### src/rtl/tblc_pipe_if.sv
// Valid/ready stream bundle for the truncated binary-log converter:
// operand side (in_*) and result side (out_*), seen from the producer/consumer (master) and the converter (slave).
interface tblc_pipe_if #(
  parameter int W    = 16,
  parameter int M    = 5,
  parameter int TAGW = 1
) ();
  localparam int KW = $clog2(W);

  logic              in_valid;
  logic              in_ready;
  logic [W-1:0]      in_x;
  logic [TAGW-1:0]   in_tag;
  logic              out_valid;
  logic              out_ready;
  logic [KW+W-M-1:0] out_tlog;
  logic              out_zero;
  logic [TAGW-1:0]   out_tag;

  modport master (
    output in_valid, in_x, in_tag, out_ready,
    input  in_ready, out_valid, out_tlog, out_zero, out_tag
  );

  modport slave (
    input  in_valid, in_x, in_tag, out_ready,
    output in_ready, out_valid, out_tlog, out_zero, out_tag
  );
endinterface

### src/rtl/tblc_pipe.sv
// Two-stage truncated binary-log converter: S1 finds the leading one, S2 aligns the mantissa,
// optionally rounds it and registers {k, y}. Valid/ready on both sides with a combinational stall chain.
module tblc_pipe #(
  parameter int W    = 16,
  parameter int M    = 5,
  parameter int RND  = 0,
  parameter int TAGW = 1
) (
  input logic        clk,
  input logic        rst,
  tblc_pipe_if.slave bus
);
  localparam int KW = $clog2(W);
  localparam int FW = W - M;

  logic            s1_valid;
  logic            s2_valid;
  logic            s1_adv;
  logic            s2_adv;
  logic [W-1:0]    s1_x;
  logic [TAGW-1:0] s1_tag;
  logic [KW-1:0]   s1_k;
  logic            s1_zero;

  logic [KW-1:0]   lo_k;
  logic            lo_zero;
  logic [W-1:0]    s_al;
  logic [FW-1:0]   y_tr;
  logic [FW-1:0]   y_rnd;
  logic            unused_s;

  assign s2_adv        = !s2_valid || bus.out_ready;
  assign s1_adv        = !s1_valid || s2_adv;
  assign bus.in_ready  = s1_adv;
  assign bus.out_valid = s2_valid;

  // Highest set bit wins: later iterations overwrite lower positions.
  always_comb begin
    lo_k = '0;
    for (int i = 0; i < W; i++) begin
      if (bus.in_x[i]) lo_k = KW'(i);
    end
    lo_zero = (bus.in_x == '0);
  end

  // Left-align so the leading one sits in the MSB; the bits below it form the mantissa.
  always_comb begin
    s_al  = s1_x << (KW'(W - 1) - s1_k);
    y_tr  = s_al[W-2:M-1];
    y_rnd = y_tr;
    if (RND != 0 && s_al[M-2] && !(&y_tr)) y_rnd = y_tr + FW'(1);
  end

  assign unused_s = ^{s_al[W-1], s_al[M-2:0]};

  always_ff @(posedge clk) begin
    if (rst) begin
      s1_valid     <= 1'b0;
      s2_valid     <= 1'b0;
      s1_x         <= '0;
      s1_tag       <= '0;
      s1_k         <= '0;
      s1_zero      <= 1'b0;
      bus.out_tlog <= '0;
      bus.out_zero <= 1'b0;
      bus.out_tag  <= '0;
    end else begin
      if (s1_adv) begin
        s1_valid <= bus.in_valid;
        if (bus.in_valid) begin
          s1_x    <= bus.in_x;
          s1_tag  <= bus.in_tag;
          s1_k    <= lo_k;
          s1_zero <= lo_zero;
        end
      end
      if (s2_adv) begin
        s2_valid <= s1_valid;
        if (s1_valid) begin
          bus.out_tlog <= {s1_k, y_rnd};
          bus.out_zero <= s1_zero;
          bus.out_tag  <= s1_tag;
        end
      end
    end
  end
endmodule

### src/flat_wrapper.sv
// flat-port wrapper written by rule: the top's interface ports become plain ports
module tblc_pipe_flat 
#(
  parameter int W    = 16,
  parameter int M    = 5,
  parameter int RND  = 0,
  parameter int TAGW = 1
)
  (clk, rst, bus_in_valid, bus_in_x, bus_in_tag, bus_out_ready, bus_in_ready, bus_out_valid, bus_out_tlog, bus_out_zero, bus_out_tag);
  tblc_pipe_if #(.W(W), .M(M), .TAGW(TAGW)) bus_i ();
  input logic clk;
  input logic rst;
  input wire logic [$bits(bus_i.in_valid)-1:0] bus_in_valid;
  input wire logic [$bits(bus_i.in_x)-1:0] bus_in_x;
  input wire logic [$bits(bus_i.in_tag)-1:0] bus_in_tag;
  input wire logic [$bits(bus_i.out_ready)-1:0] bus_out_ready;
  output wire logic [$bits(bus_i.in_ready)-1:0] bus_in_ready;
  output wire logic [$bits(bus_i.out_valid)-1:0] bus_out_valid;
  output wire logic [$bits(bus_i.out_tlog)-1:0] bus_out_tlog;
  output wire logic [$bits(bus_i.out_zero)-1:0] bus_out_zero;
  output wire logic [$bits(bus_i.out_tag)-1:0] bus_out_tag;
  assign bus_i.in_valid = bus_in_valid;
  assign bus_i.in_x = bus_in_x;
  assign bus_i.in_tag = bus_in_tag;
  assign bus_i.out_ready = bus_out_ready;
  assign bus_in_ready = bus_i.in_ready;
  assign bus_out_valid = bus_i.out_valid;
  assign bus_out_tlog = bus_i.out_tlog;
  assign bus_out_zero = bus_i.out_zero;
  assign bus_out_tag = bus_i.out_tag;
  tblc_pipe #(.W(W), .M(M), .RND(RND), .TAGW(TAGW)) u_core (.clk(clk), .rst(rst), .bus(bus_i));
endmodule
### config.mk
export PLATFORM = sky130hd
export DESIGN_NAME = tblc_pipe_flat
export DESIGN_NICKNAME = d
export VERILOG_FILES = /design/src/rtl/tblc_pipe_if.sv /design/src/rtl/tblc_pipe.sv /design/src/flat_wrapper.sv
export SDC_FILE = /design/constraint.sdc
export NUM_CORES = 1
export LEC_CHECK = 0
export ABC_CLOCK_PERIOD_IN_PS = 2150
export CAP_MARGIN = 20
export CORE_MARGIN = 2
export CORE_UTILIZATION = 50
export CTS_CLUSTER_DIAMETER = 30
export DETAILED_ROUTE_END_ITERATION = 16
export PLACE_DENSITY = 0.83
export SETUP_SLACK_MARGIN = 0.02
export SYNTH_ARGS = -nofsm -noshare
export SYNTH_HDL_FRONTEND = slang
export SYNTH_SLANG_ARGS = --single-unit
### constraint.sdc
create_clock -name clk -period 2.15 [get_ports clk]
set_input_delay 0.43 -clock clk [delete_from_list [all_inputs] [get_ports clk]]
set_output_delay 0.43 -clock clk [all_outputs]
set_load 0.05 [all_outputs]
==> results of run 1 <==
-- critical path: stages --
cell             delay (ns)
clkdlybuf4s50_1        0.44
nor2b_1                0.27
nand2_1                0.18
buf_12                 0.18
-- worst max path at each step --
stage	from	to	slack (ns)	depth (start not counted)
final	bus_out_ready	bus_in_ready	0.21	4
after detailed placement	bus_out_ready	u_core.s1_x[10]$_SDFFE_PP0P_	0.16	7
after global routing	bus_out_ready	bus_in_ready	0.16	4
after global placement	bus_in_x[9]	u_core.s1_k[2]$_SDFFE_PP0P_	0.20	4
after floorplan	u_core.bus.out_valid$_SDFFE_PP0P_	u_core.s1_x[0]$_SDFFE_PP0P_	0.17	6
after CTS	u_core.bus.out_valid$_SDFFE_PP0P_	bus_out_valid	0.24	1
-- placed cells by master (no fill, tap or decap), drive strengths merged, types with 2 or more instances in the layout --
| cell | n |
|---|---|
| buf | 12 |
| o41ai | 2 |
| clkbuf | 6 |
| o211ai | 2 |
| nand2 | 67 |
| mux4 | 7 |
| nor3 | 6 |
| clkdlybuf4s50 | 38 |
| nor2b | 2 |
| nand2b | 2 |
| a211oi | 5 |
| nand3 | 6 |
| mux2i | 16 |
| nand3b | 2 |
| dfxtp | 40 |
| mux2 | 6 |
| a21oi | 36 |
| nor4 | 4 |
| inv | 5 |
| nor2 | 21 |
| o21ai | 7 |
-- per-layer routing --
metal	global-route usage	vias up	part of all wire
met5	0	-	0
met4	0.115	0	0.034
met3	0.0390	15	0.042
met2	0.355	59	0.48
met1	0.280	952	0.44
li1	-	1022	-
-- layout make-up --
type | count | area [µm²] | share of cell area
multi-input cells | 204 | 1250 | 0.455
flip-flops and latches | 40 | 801 | 0.292
repair buffers | 50 | 533 | 0.194
clock buffers | 6 | 72.6 | 0.0265
well taps | 52 | 65.1 | 0.0237
inverters | 5 | 18.8 | 0.00685
clock inverters | 1 | 5.00 | 0.00183
-- registers in the layout (all words and copies together) (netlist names) --
name                  count
u_core.bus.out_tag        1
u_core.bus.out_tlog      15
u_core.bus.out_valid      1
u_core.bus.out_zero       1
u_core.s1_k               4
u_core.s1_tag             1
u_core.s1_valid           1
u_core.s1_x              15
u_core.s1_zero            1
-- through the flow --
| step | area [µm²] | util |
|---|---|---|
| final | 2740 | 0.638 |
| after global routing | 2740 | 0.638 |
| after CTS | 2740 | 0.638 |
| after detailed placement | 2660 | 0.620 |
| after global placement | 2660 | 0.620 |
| after floorplan | 2200 | - |
-- power by group through the flow --
| stage | logic [mW] | clock network, mW | registers [mW] |
|---|---|---|---|
| global route | 0.386 | 0.501 | 0.832 |
| floorplan | 0.221 | 0 | 0.851 |
| detailed placement | 0.355 | 0 | 0.841 |
| CTS | 0.356 | 0.472 | 0.823 |
| global placement | 0.349 | 0 | 0.838 |
| finish | 0.357 | 0.462 | 0.824 |
-- kinds of logic (layout without fill, tap and decap cells) --
family	after synthesis	count (layout)	synth area share
flip-flops	40	40	0.365
multiplexers	29	29	0.179
AO/OA/AOI/OAI	62	62	0.170
AND/OR/NAND/NOR	113	113	0.218
buffers and inverters	26	62	0.0678
==> metrics.md, run 1 <==
| Metric | Value |
|---|---|
| Result of the run | `finished, final reports clean` |
| Switching part of the total | `0.291` |
| CTS Hold Bufs | `0` |
| Seq cells post-synth | `40` |
| Fillers | `362` |
| # IOs | `40` |
| # port buffers | `39` |
| GPL Wtd Cong | `0.849` |
| Worst min-delay path class | `reg2reg` |
| Pre-antenna DRT Iters | `4` |
| Die Span X | `70.3 µm` |
| Minimum clock period | `1.94 ns` |
| Deepest clock path buffer count | `2` |
| DP Worst Slack | `0.155 ns` |
| Post-Layout Cell Count | `358` |
| Worst setup margin | `0.212 ns` |
| Cell taking the most area after synthesis | `dfxtp_1` |
| WP data arrival | `1.51 ns` |
| Die H | `70.3 µm` |
| Fmax achieved | `516 MHz` |
| Fin nets | `327` |
| R2R setup slack | `0.29 ns` |
| Post-route ant nets | `0` |
| Crit path kind | `in2out` |
| Combinational power share | `0.217` |
| Vias per cell | `5.72` |
| Clock network fraction of design power | `0.281` |
| Avg Synthesized Cell Area | `8.13 µm²` |
| Switching power | `477 µW` |
| Setup violators final | `0` |
| CORE AREA | `4290 µm²` |
| Max VDD drop | `0.435 mV` |
| Share of cells above drive strength 1 | `0.101` |
| PostCTS Resize Cnt | `0` |
| Post-synth ARST share | `0` |
| First-pass GRT wire length | `8760 µm` |
| Worst hold path endpoint | `u_core.bus.out_tlog[8]$_SDFFE_PP0P_` |
| Post-Synthesis Cells | `270` |
| Clock sinks | `40` |
| Area growth syn-to-layout | `24.8%` |
| Cell area after synthesis | `2200 µm²` |
| Fin crit share | `0.902` |
| Final hold violation count | `0` |
| Register share of total power | `0.502` |
| Power Dens Cells | `599 nW/µm²` |
| Post-DP HPWL | `3750 µm` |
| Synth area leaders | `dfxtp_1, nand2_1, a21oi_1, mux2i_1, mux4_2` |
| Fin Clk Skew | `0.00469 ns` |
| Root buffer cell | `clkbuf_8` |
| Die ar. | `4940 µm²` |
| Max Cap Viol | `0` |
| Clock slew seen by the registers of the worst setup and hold paths | `0.07 ns` |
| Library cells used by synthesis | `39` |
| Grt total ovfl | `0` |
| Top FF cell, synth | `dfxtp_1` |
| Hold WS | `0.441 ns` |
| Drt total wl | `5040 µm` |
| Vias in the first global route | `1,953` |
| Worst-Skew Late Latency | `0.29 ns` |
| Clock buffers created by TritonCTS | `5` |
| RSZ-0062 raised after global routing | `no` |
| ANT cells | `0` |
| Leak | `0.998 nW` |
| CTS tree | `yes` |
| Yosys warns | `0` |
| Cell row count | `24` |
| Htree depth | `2` |
| Total setup buffers inserted after CTS | `0` |
| R2R depth | `4` |
| Sequential share of the synthesized area | `0.365` |
| Cell-internal power | `1.17 mW` |
| Initial antenna violation count | `0` |
| Worst slew pin tran | `0.649 ns` |
| Final Max Tran Viols | `0` |
| Worst r2r dst | `u_core.bus.out_tlog[9]$_SDFFE_PP0P_` |
| CP endpoint kind | `primary output` |
| Initial core utilization | `0.511` |
| Relative slew slack | `0.567` |
| Tot Pwr | `1.64 mW` |
| Residual DRC | `0` |
| Placed cells | `351` |
| CP Data Required Time | `1.72 ns` |
| Hold_sp | `u_core.bus.out_tlog[8]$_SDFFE_PP0P_` |
| Synth Net Count | `291` |
| Crit Path Max Fanout | `3` |
| CP Launch Type | `primary input` |
| Top-count cell post-synth | `nand2_1` |
| Largest net degree at the start of global routing | `31` |
| Fin Setup TNS | `0 ns` |
| Hold path depth | `2` |
| Total GRT Usage | `0.220` |
| Top post-synthesis cells by count | `nand2_1, dfxtp_1, a21oi_1, nor2_1, mux2i_1` |
| DR WL/cell | `14.1 µm` |
| Post-synth EDFFs | `0` |
| Initial DRC Count | `136` |
| DR vias | `2,048` |
| R2R Path Start | `u_core.s1_k[1]$_SDFFE_PP0P_` |
| Synth top area share | `0.365` |
(Power assumes the default switching activity.)
==> run 2: changes to the inputs <==
- CORE_UTILIZATION: 50 -> 40
- PLACE_DENSITY: 0.83 -> 0.7
==> run 2 against run 1 <==
- worst hold slack improved by 0.0094 ns
- largest cell class unchanged
- first-iteration DRC count increased by 12%
- die area is 23% higher
- fmax is 2.3% higher
- global-route usage fell by 3.6 points
- clock skew increased by 0.00069 ns
- utilization shrank 10 points
- via count decreased by 1.1%
==> metrics.md, run 2 (same netlist as run 1, synthesis figures left out) <==
| Metric | Value |
|---|---|
| Deepest clock path buffer count | `2 (unchanged)` |
| Tot Pwr | `1.80 mW (+9.7%)` |
| Minimum clock period | `1.89 ns (-0.0436 ns)` |
| DR vias | `2,026 (-1.1%)` |
| Final hold violation count | `0 (unchanged)` |
| Worst min-delay path class | `reg2reg` |
| Relative slew slack | `0.554 (-0.0125)` |
| Cell row count | `26 (+8.3%)` |
| CP endpoint kind | `primary output` |
| # port buffers | `39 (unchanged)` |
| # IOs | `40 (unchanged)` |
| Largest net degree at the start of global routing | `32 (+3.2%)` |
| Vias in the first global route | `1,884 (-3.5%)` |
| Die ar. | `6100 µm² (+23%)` |
| Fmax achieved | `528 MHz (+2.3%)` |
| Drt total wl | `5290 µm (+4.9%)` |
| Clock sinks | `40 (unchanged)` |
| Multi-input logic area | `1250 µm² (unchanged)` |
| ANT cells | `0 (unchanged)` |
| Clock buffers created by TritonCTS | `5 (unchanged)` |
| CP Data Required Time | `1.72 ns (about the same)` |
| Fin crit share | `0.881 (-0.0203)` |
| CTS Hold Bufs | `0 (unchanged)` |
| CP Depth | `1 (-3)` |
| GPL Wtd Cong | `0.871 (+2.6%)` |
| Worst setup startpoint | `u_core.bus.out_tlog[5]$_SDFFE_PP0P_` |
| CP endpoint | `bus_out_tlog[5]` |
| Biggest regs | `u_core.bus.out_tlog (15), u_core.s1_x (15), u_core.s1_k (4)` |
| Critical-path cell list | `clkdlybuf4s50_1` |
| Max Cap Viol | `0 (unchanged)` |
| Fin Clk Skew | `0.00538 ns (+0.000690 ns)` |
| Most frequent cells in the layout | `nand2_1, dfxtp_1, clkdlybuf4s50_1, a21oi_1, nor2_1` |
| CP top delay family | `buffers and inverters` |
| Fillers | `499 (+38%)` |
| Pre-antenna DRT Iters | `5 (+1)` |
| CTS tree | `yes` |
| Htree depth | `2 (unchanged)` |
| Leak | `1.01 nW (+1.4%)` |
| R2R Path Start | `u_core.s1_k[1]$_SDFFE_PP0P_` |
| Worst setup margin | `0.255 ns (+0.0436 ns)` |
| Die Span X | `78.1 µm (+11%)` |
| Setup violators final | `0 (unchanged)` |
| Grt total ovfl | `0 (unchanged)` |
| Fin Setup TNS | `0 ns (unchanged)` |
| CP bufs+invs | `1 (-1)` |
| DP Area | `2690 µm² (+0.85%)` |
| Result of the run | `finished, final reports clean` |
| DR WL/cell | `14.0 µm (-0.39%)` |
| Max VDD drop | `0.542 mV (+25%)` |
| Final design area excluding fillers | `2790 µm² (+1.9%)` |
| Most common cell after layout, fill and taps aside | `nand2_1` |
| Final Max Tran Viols | `0 (unchanged)` |
| Crit path kind | `reg2out` |
| Worst-Skew Late Latency | `0.30 ns (about the same)` |
| PostCTS Resize Cnt | `0 (unchanged)` |
| Initial DRC Count | `152 (+12%)` |
| RSZ-0062 raised after global routing | `no` |
| Reg area | `801 µm² (unchanged)` |
| Post-DP HPWL | `3820 µm (+1.9%)` |
| Core Util, Final | `0.537 (-0.102)` |
| Worst slew pin tran | `0.668 ns (+0.0188 ns)` |
| Power Dens Cells | `645 nW/µm² (+7.7%)` |
| Total GRT Usage | `0.184 (-0.0357)` |
| Placed cells | `369 (+5.1%)` |
| Area growth syn-to-layout | `27.2%` |
| Initial antenna violation count | `0 (unchanged)` |
| Share of cells above drive strength 1 | `0.104 (+0.00293)` |
| CP Launch Type | `register` |
| Vias per cell | `5.37 (-6.1%)` |
| CORE AREA | `5200 µm² (+21%)` |
| Fin nets | `327 (unchanged)` |
| Hold path depth | `2 (unchanged)` |
| Crit Path Max Fanout | `2 (-1)` |
| R2R depth | `5 (+1)` |
| Initial core utilization | `0.422 (-0.0895)` |
| Residual DRC | `0 (unchanged)` |
| Post-route ant nets | `0 (unchanged)` |
| Clock slew seen by the registers of the worst setup and hold paths | `0.08 ns (about the same)` |
| First-pass GRT wire length | `8940 µm (+2.0%)` |
| Total setup buffers inserted after CTS | `0 (unchanged)` |
| Post-Layout Cell Count | `377 (+5.3%)` |
| Hold WS | `0.450 ns (+0.00936 ns)` |
| Slowest CP cell | `clkdlybuf4s50_1` |
| Die H | `78.1 µm (+11%)` |
| CP peak stage delay | `0.81 ns (+0.37 ns)` |
| R2R setup slack | `0.36 ns (+0.07 ns)` |
| Worst r2r dst | `u_core.bus.out_tlog[6]$_SDFFE_PP0P_` |
| WP data arrival | `1.46 ns (-0.05 ns)` |
| DP Worst Slack | `0.255 ns (+0.0996 ns)` |
| Root buffer cell | `clkbuf_8` |
run 2: cell count changes in the layout (fill, tap and decap cells not counted):
cell / before / now
bufinv_16: 0 / 1
run 2: routing by layer:
layer  wire length (µm)  GRT usage
met1               2470      0.244
met2               2440      0.298
met3                280     0.0483
met4                 90     0.0526
met5                  0          0
run 2: how the worst min path moves through the flow:
stage | start | to | slack (ns)
detailed placement | u_core.bus.out_tlog[8]$_SDFFE_PP0P_ | u_core.bus.out_tlog[8]$_SDFFE_PP0P_ | 0.44
CTS | u_core.bus.out_tlog[8]$_SDFFE_PP0P_ | u_core.bus.out_tlog[8]$_SDFFE_PP0P_ | 0.45
global route | u_core.bus.out_tlog[12]$_SDFFE_PP0P_ | u_core.bus.out_tlog[12]$_SDFFE_PP0P_ | 0.47
finish | u_core.bus.out_tlog[8]$_SDFFE_PP0P_ | u_core.bus.out_tlog[8]$_SDFFE_PP0P_ | 0.45
global placement | u_core.bus.out_tlog[8]$_SDFFE_PP0P_ | u_core.bus.out_tlog[8]$_SDFFE_PP0P_ | 0.43
floorplan | u_core.s1_x[14]$_SDFFE_PP0P_ | u_core.s1_x[14]$_SDFFE_PP0P_ | 0.43
run 2: report_power, final:
part / total [mW] / switching (mW) / internal (mW)
clock network: 0.620 / 0.276 / 0.345
logic: 0.360 / 0.190 / 0.170
registers: 0.823 / 0.0475 / 0.776
run 2: area by class of cell:
cell class	count	area share
Clock inverter	2	0.0125
Clock buffer	6	0.0260
Multi-Input combinational cell	204	0.446
Timing Repair Buffer	50	0.191
Sequential cell	40	0.287
Inverter	5	0.00672
Tap cell	70	0.0313
run 2: tightest hold or removal path, delay by kind of cell (launching register included):
family        cells  cell delay (ns)
flops             1             0.32
simple gates      2             0.09
==> run 3: changes to the inputs <==
- CORE_MARGIN: 2 -> 4
==> run 3 against run 2 <==
- power grew 2.1%
- design area barely moved
- combinational power hardly changed
- sequential cell count stayed put
- utilization hardly changed
==> metrics.md, run 3 (same netlist as run 1, synthesis figures left out) <==
| Metric | Value |
|---|---|
| DR WL/cell | `13.6 µm (-3.2%)` |
| Share of cells above drive strength 1 | `0.110 (+0.00616)` |
| Switching part of the total | `0.266 (-0.0183)` |
| Max Cap Viol | `0 (unchanged)` |
| CP bufs+invs | `1 (unchanged)` |
| CP endpoint kind | `primary output` |
| Drt total wl | `5140 µm (-2.9%)` |
| CP peak stage delay | `0.81 ns (about the same)` |
| Vias in the first global route | `1,864 (-1.1%)` |
| # IOs | `40 (unchanged)` |
| Fin Clk Skew | `0.00217 ns (-0.00321 ns)` |
| # port buffers | `39 (unchanged)` |
| Final design area excluding fillers | `2800 µm² (about the same)` |
| Post-DP HPWL | `3770 µm (-1.5%)` |
| Result of the run | `finished, final reports clean` |
| Initial DRC Count | `174 (+14%)` |
| Deepest clock path buffer count | `2 (unchanged)` |
| CTS Hold Bufs | `0 (unchanged)` |
| Register share of total power | `0.444 (-0.012)` |
| DP Area | `2670 µm² (-0.65%)` |
| Most frequent cells in the layout | `nand2_1, dfxtp_1, clkdlybuf4s50_1, a21oi_1, nor2_1` |
| Total setup buffers inserted after CTS | `0 (unchanged)` |
| Power Dens Cells | `659 nW/µm² (+2.1%)` |
| Clock buffers created by TritonCTS | `5 (unchanged)` |
| Clock slew seen by the registers of the worst setup and hold paths | `0.07 ns (about the same)` |
| RSZ-0062 raised after global routing | `no` |
| Die H | `82.1 µm (+5.1%)` |
| Crit Path Max Fanout | `3 (+1)` |
| Fin nets | `328 (+0.31%)` |
| CP Data Required Time | `1.72 ns (about the same)` |
| CORE AREA | `5200 µm² (unchanged)` |
| Cell row count | `26 (unchanged)` |
| Worst setup startpoint | `u_core.bus.out_valid$_SDFFE_PP0P_` |
| GPL Wtd Cong | `0.863 (-0.92%)` |
| Hold_sp | `u_core.bus.out_tlog[8]$_SDFFE_PP0P_` |
| PostCTS Resize Cnt | `0 (unchanged)` |
| Final Max Tran Viols | `0 (unchanged)` |
| Worst slew pin tran | `0.677 ns (+0.00912 ns)` |
| Final hold violation count | `0 (unchanged)` |
| CTS tree | `yes` |
| Initial core utilization | `0.422 (unchanged)` |
| Post-route ant nets | `0 (unchanged)` |
| Biggest regs | `u_core.bus.out_tlog (15), u_core.s1_x (15), u_core.s1_k (4)` |
| ANT cells | `0 (unchanged)` |
| Fmax achieved | `533 MHz (+0.90%)` |
| CP top delay family | `buffers and inverters` |
| Minimum clock period | `1.88 ns (-0.0170 ns)` |
| Residual DRC | `0 (unchanged)` |
| Relative slew slack | `0.548 (-0.00609)` |
| Largest net degree at the start of global routing | `28 (-13%)` |
| Leak | `1.02 nW (+0.56%)` |
| Worst-Skew Late Latency | `0.29 ns (about the same)` |
| CP Launch Type | `register` |
| Root buffer cell | `clkbuf_8` |
| Vias per cell | `5.31 (-1.2%)` |
| Reg area | `801 µm² (unchanged)` |
| Switching power | `491 µW (-4.4%)` |
| Most common cell after layout, fill and taps aside | `nand2_1` |
| Die Span X | `82.1 µm (+5.1%)` |
| Multi-input logic area | `1250 µm² (unchanged)` |
| First-pass GRT wire length | `8690 µm (-2.8%)` |
| WP data arrival | `1.45 ns (about the same)` |
| Cell-internal power | `1.35 mW (+4.7%)` |
| Die ar. | `6740 µm² (+11%)` |
| Grt total ovfl | `0 (unchanged)` |
| Fin Setup TNS | `0 ns (unchanged)` |
| DR vias | `2,006 (-0.99%)` |
| Clock network fraction of design power | `0.362 (+0.018)` |
| Total GRT Usage | `0.167 (-0.0173)` |
| Pre-antenna DRT Iters | `7 (+2)` |
| Max VDD drop | `0.338 mV (-38%)` |
| R2R Path Start | `u_core.s1_k[1]$_SDFFE_PP0P_` |
| Slowest CP cell | `clkdlybuf4s50_1` |
| Setup violators final | `0 (unchanged)` |
| Initial antenna violation count | `0 (unchanged)` |
| Critical-path cell list | `clkdlybuf4s50_1` |
| Htree depth | `2 (unchanged)` |
| Area growth syn-to-layout | `27.3% (about the same)` |
| Fillers | `515 (+3.2%)` |
| Combinational power share | `0.195 (-0.005)` |
| Crit path kind | `reg2out` |
| Fin crit share | `0.873 (-0.00789)` |
| Clock sinks | `40 (unchanged)` |
| Worst min-delay path class | `reg2reg` |
run 3: layer usage:
metal | track usage | routed length (µm) | vias to the layer above
met1 | 0.218 | 2380 | 917
li1 | - | - | 1026
met2 | 0.273 | 2390 | 53
met3 | 0.0466 | 283 | 10
met5 | 0 | 0 | -
met4 | 0.0415 | 83 | 0
run 3: worst paths after layout:
path,end,slack (ns),cells after the start
worst max register to register,u_core.bus.out_tlog[8]$_SDFFE_PP0P_,0.30,6
worst min-delay path,u_core.bus.out_tlog[8]$_SDFFE_PP0P_,0.45,2
worst min register to register,u_core.bus.out_tlog[8]$_SDFFE_PP0P_,0.45,2
worst max-delay path,bus_out_valid,0.27,1
run 3: layout make-up:
class | count | share of cell area
multi-input cells | 204 | 0.446
repair buffers | 51 | 0.184
flip-flops and latches | 40 | 0.286
inverters | 5 | 0.00671
well taps | 70 | 0.0313
clock inverters | 1 | 0.0107
clock buffers | 7 | 0.0345
run 3: per-stage QoR:
| stage | setup WS (ns) | cells | hold slack (ns) | utilization | power, mW |
|---|---|---|---|---|---|
| global placement | 0.185 | 370 | 0.431 | 0.513 | 1.19 |
| finish | 0.272 | 378 | 0.446 | 0.537 | 1.84 |
| CTS | 0.258 | 378 | 0.450 | 0.537 | 1.85 |
| global route | 0.159 | 378 | 0.477 | 0.537 | 1.93 |
| detailed placement | 0.193 | 370 | 0.440 | 0.513 | 1.19 |
| floorplan | 0.169 | 270 | 0.432 | - | 1.07 |
run 3: power groups by stage:
stage               Combinational [mW]  Clock [mW]  Sequential (mW)
finish                           0.358       0.666            0.817
global placement                 0.355           0            0.832
global route                     0.392       0.715            0.824
floorplan                        0.221           0            0.851
CTS                              0.359       0.674            0.817
detailed placement               0.357           0            0.834
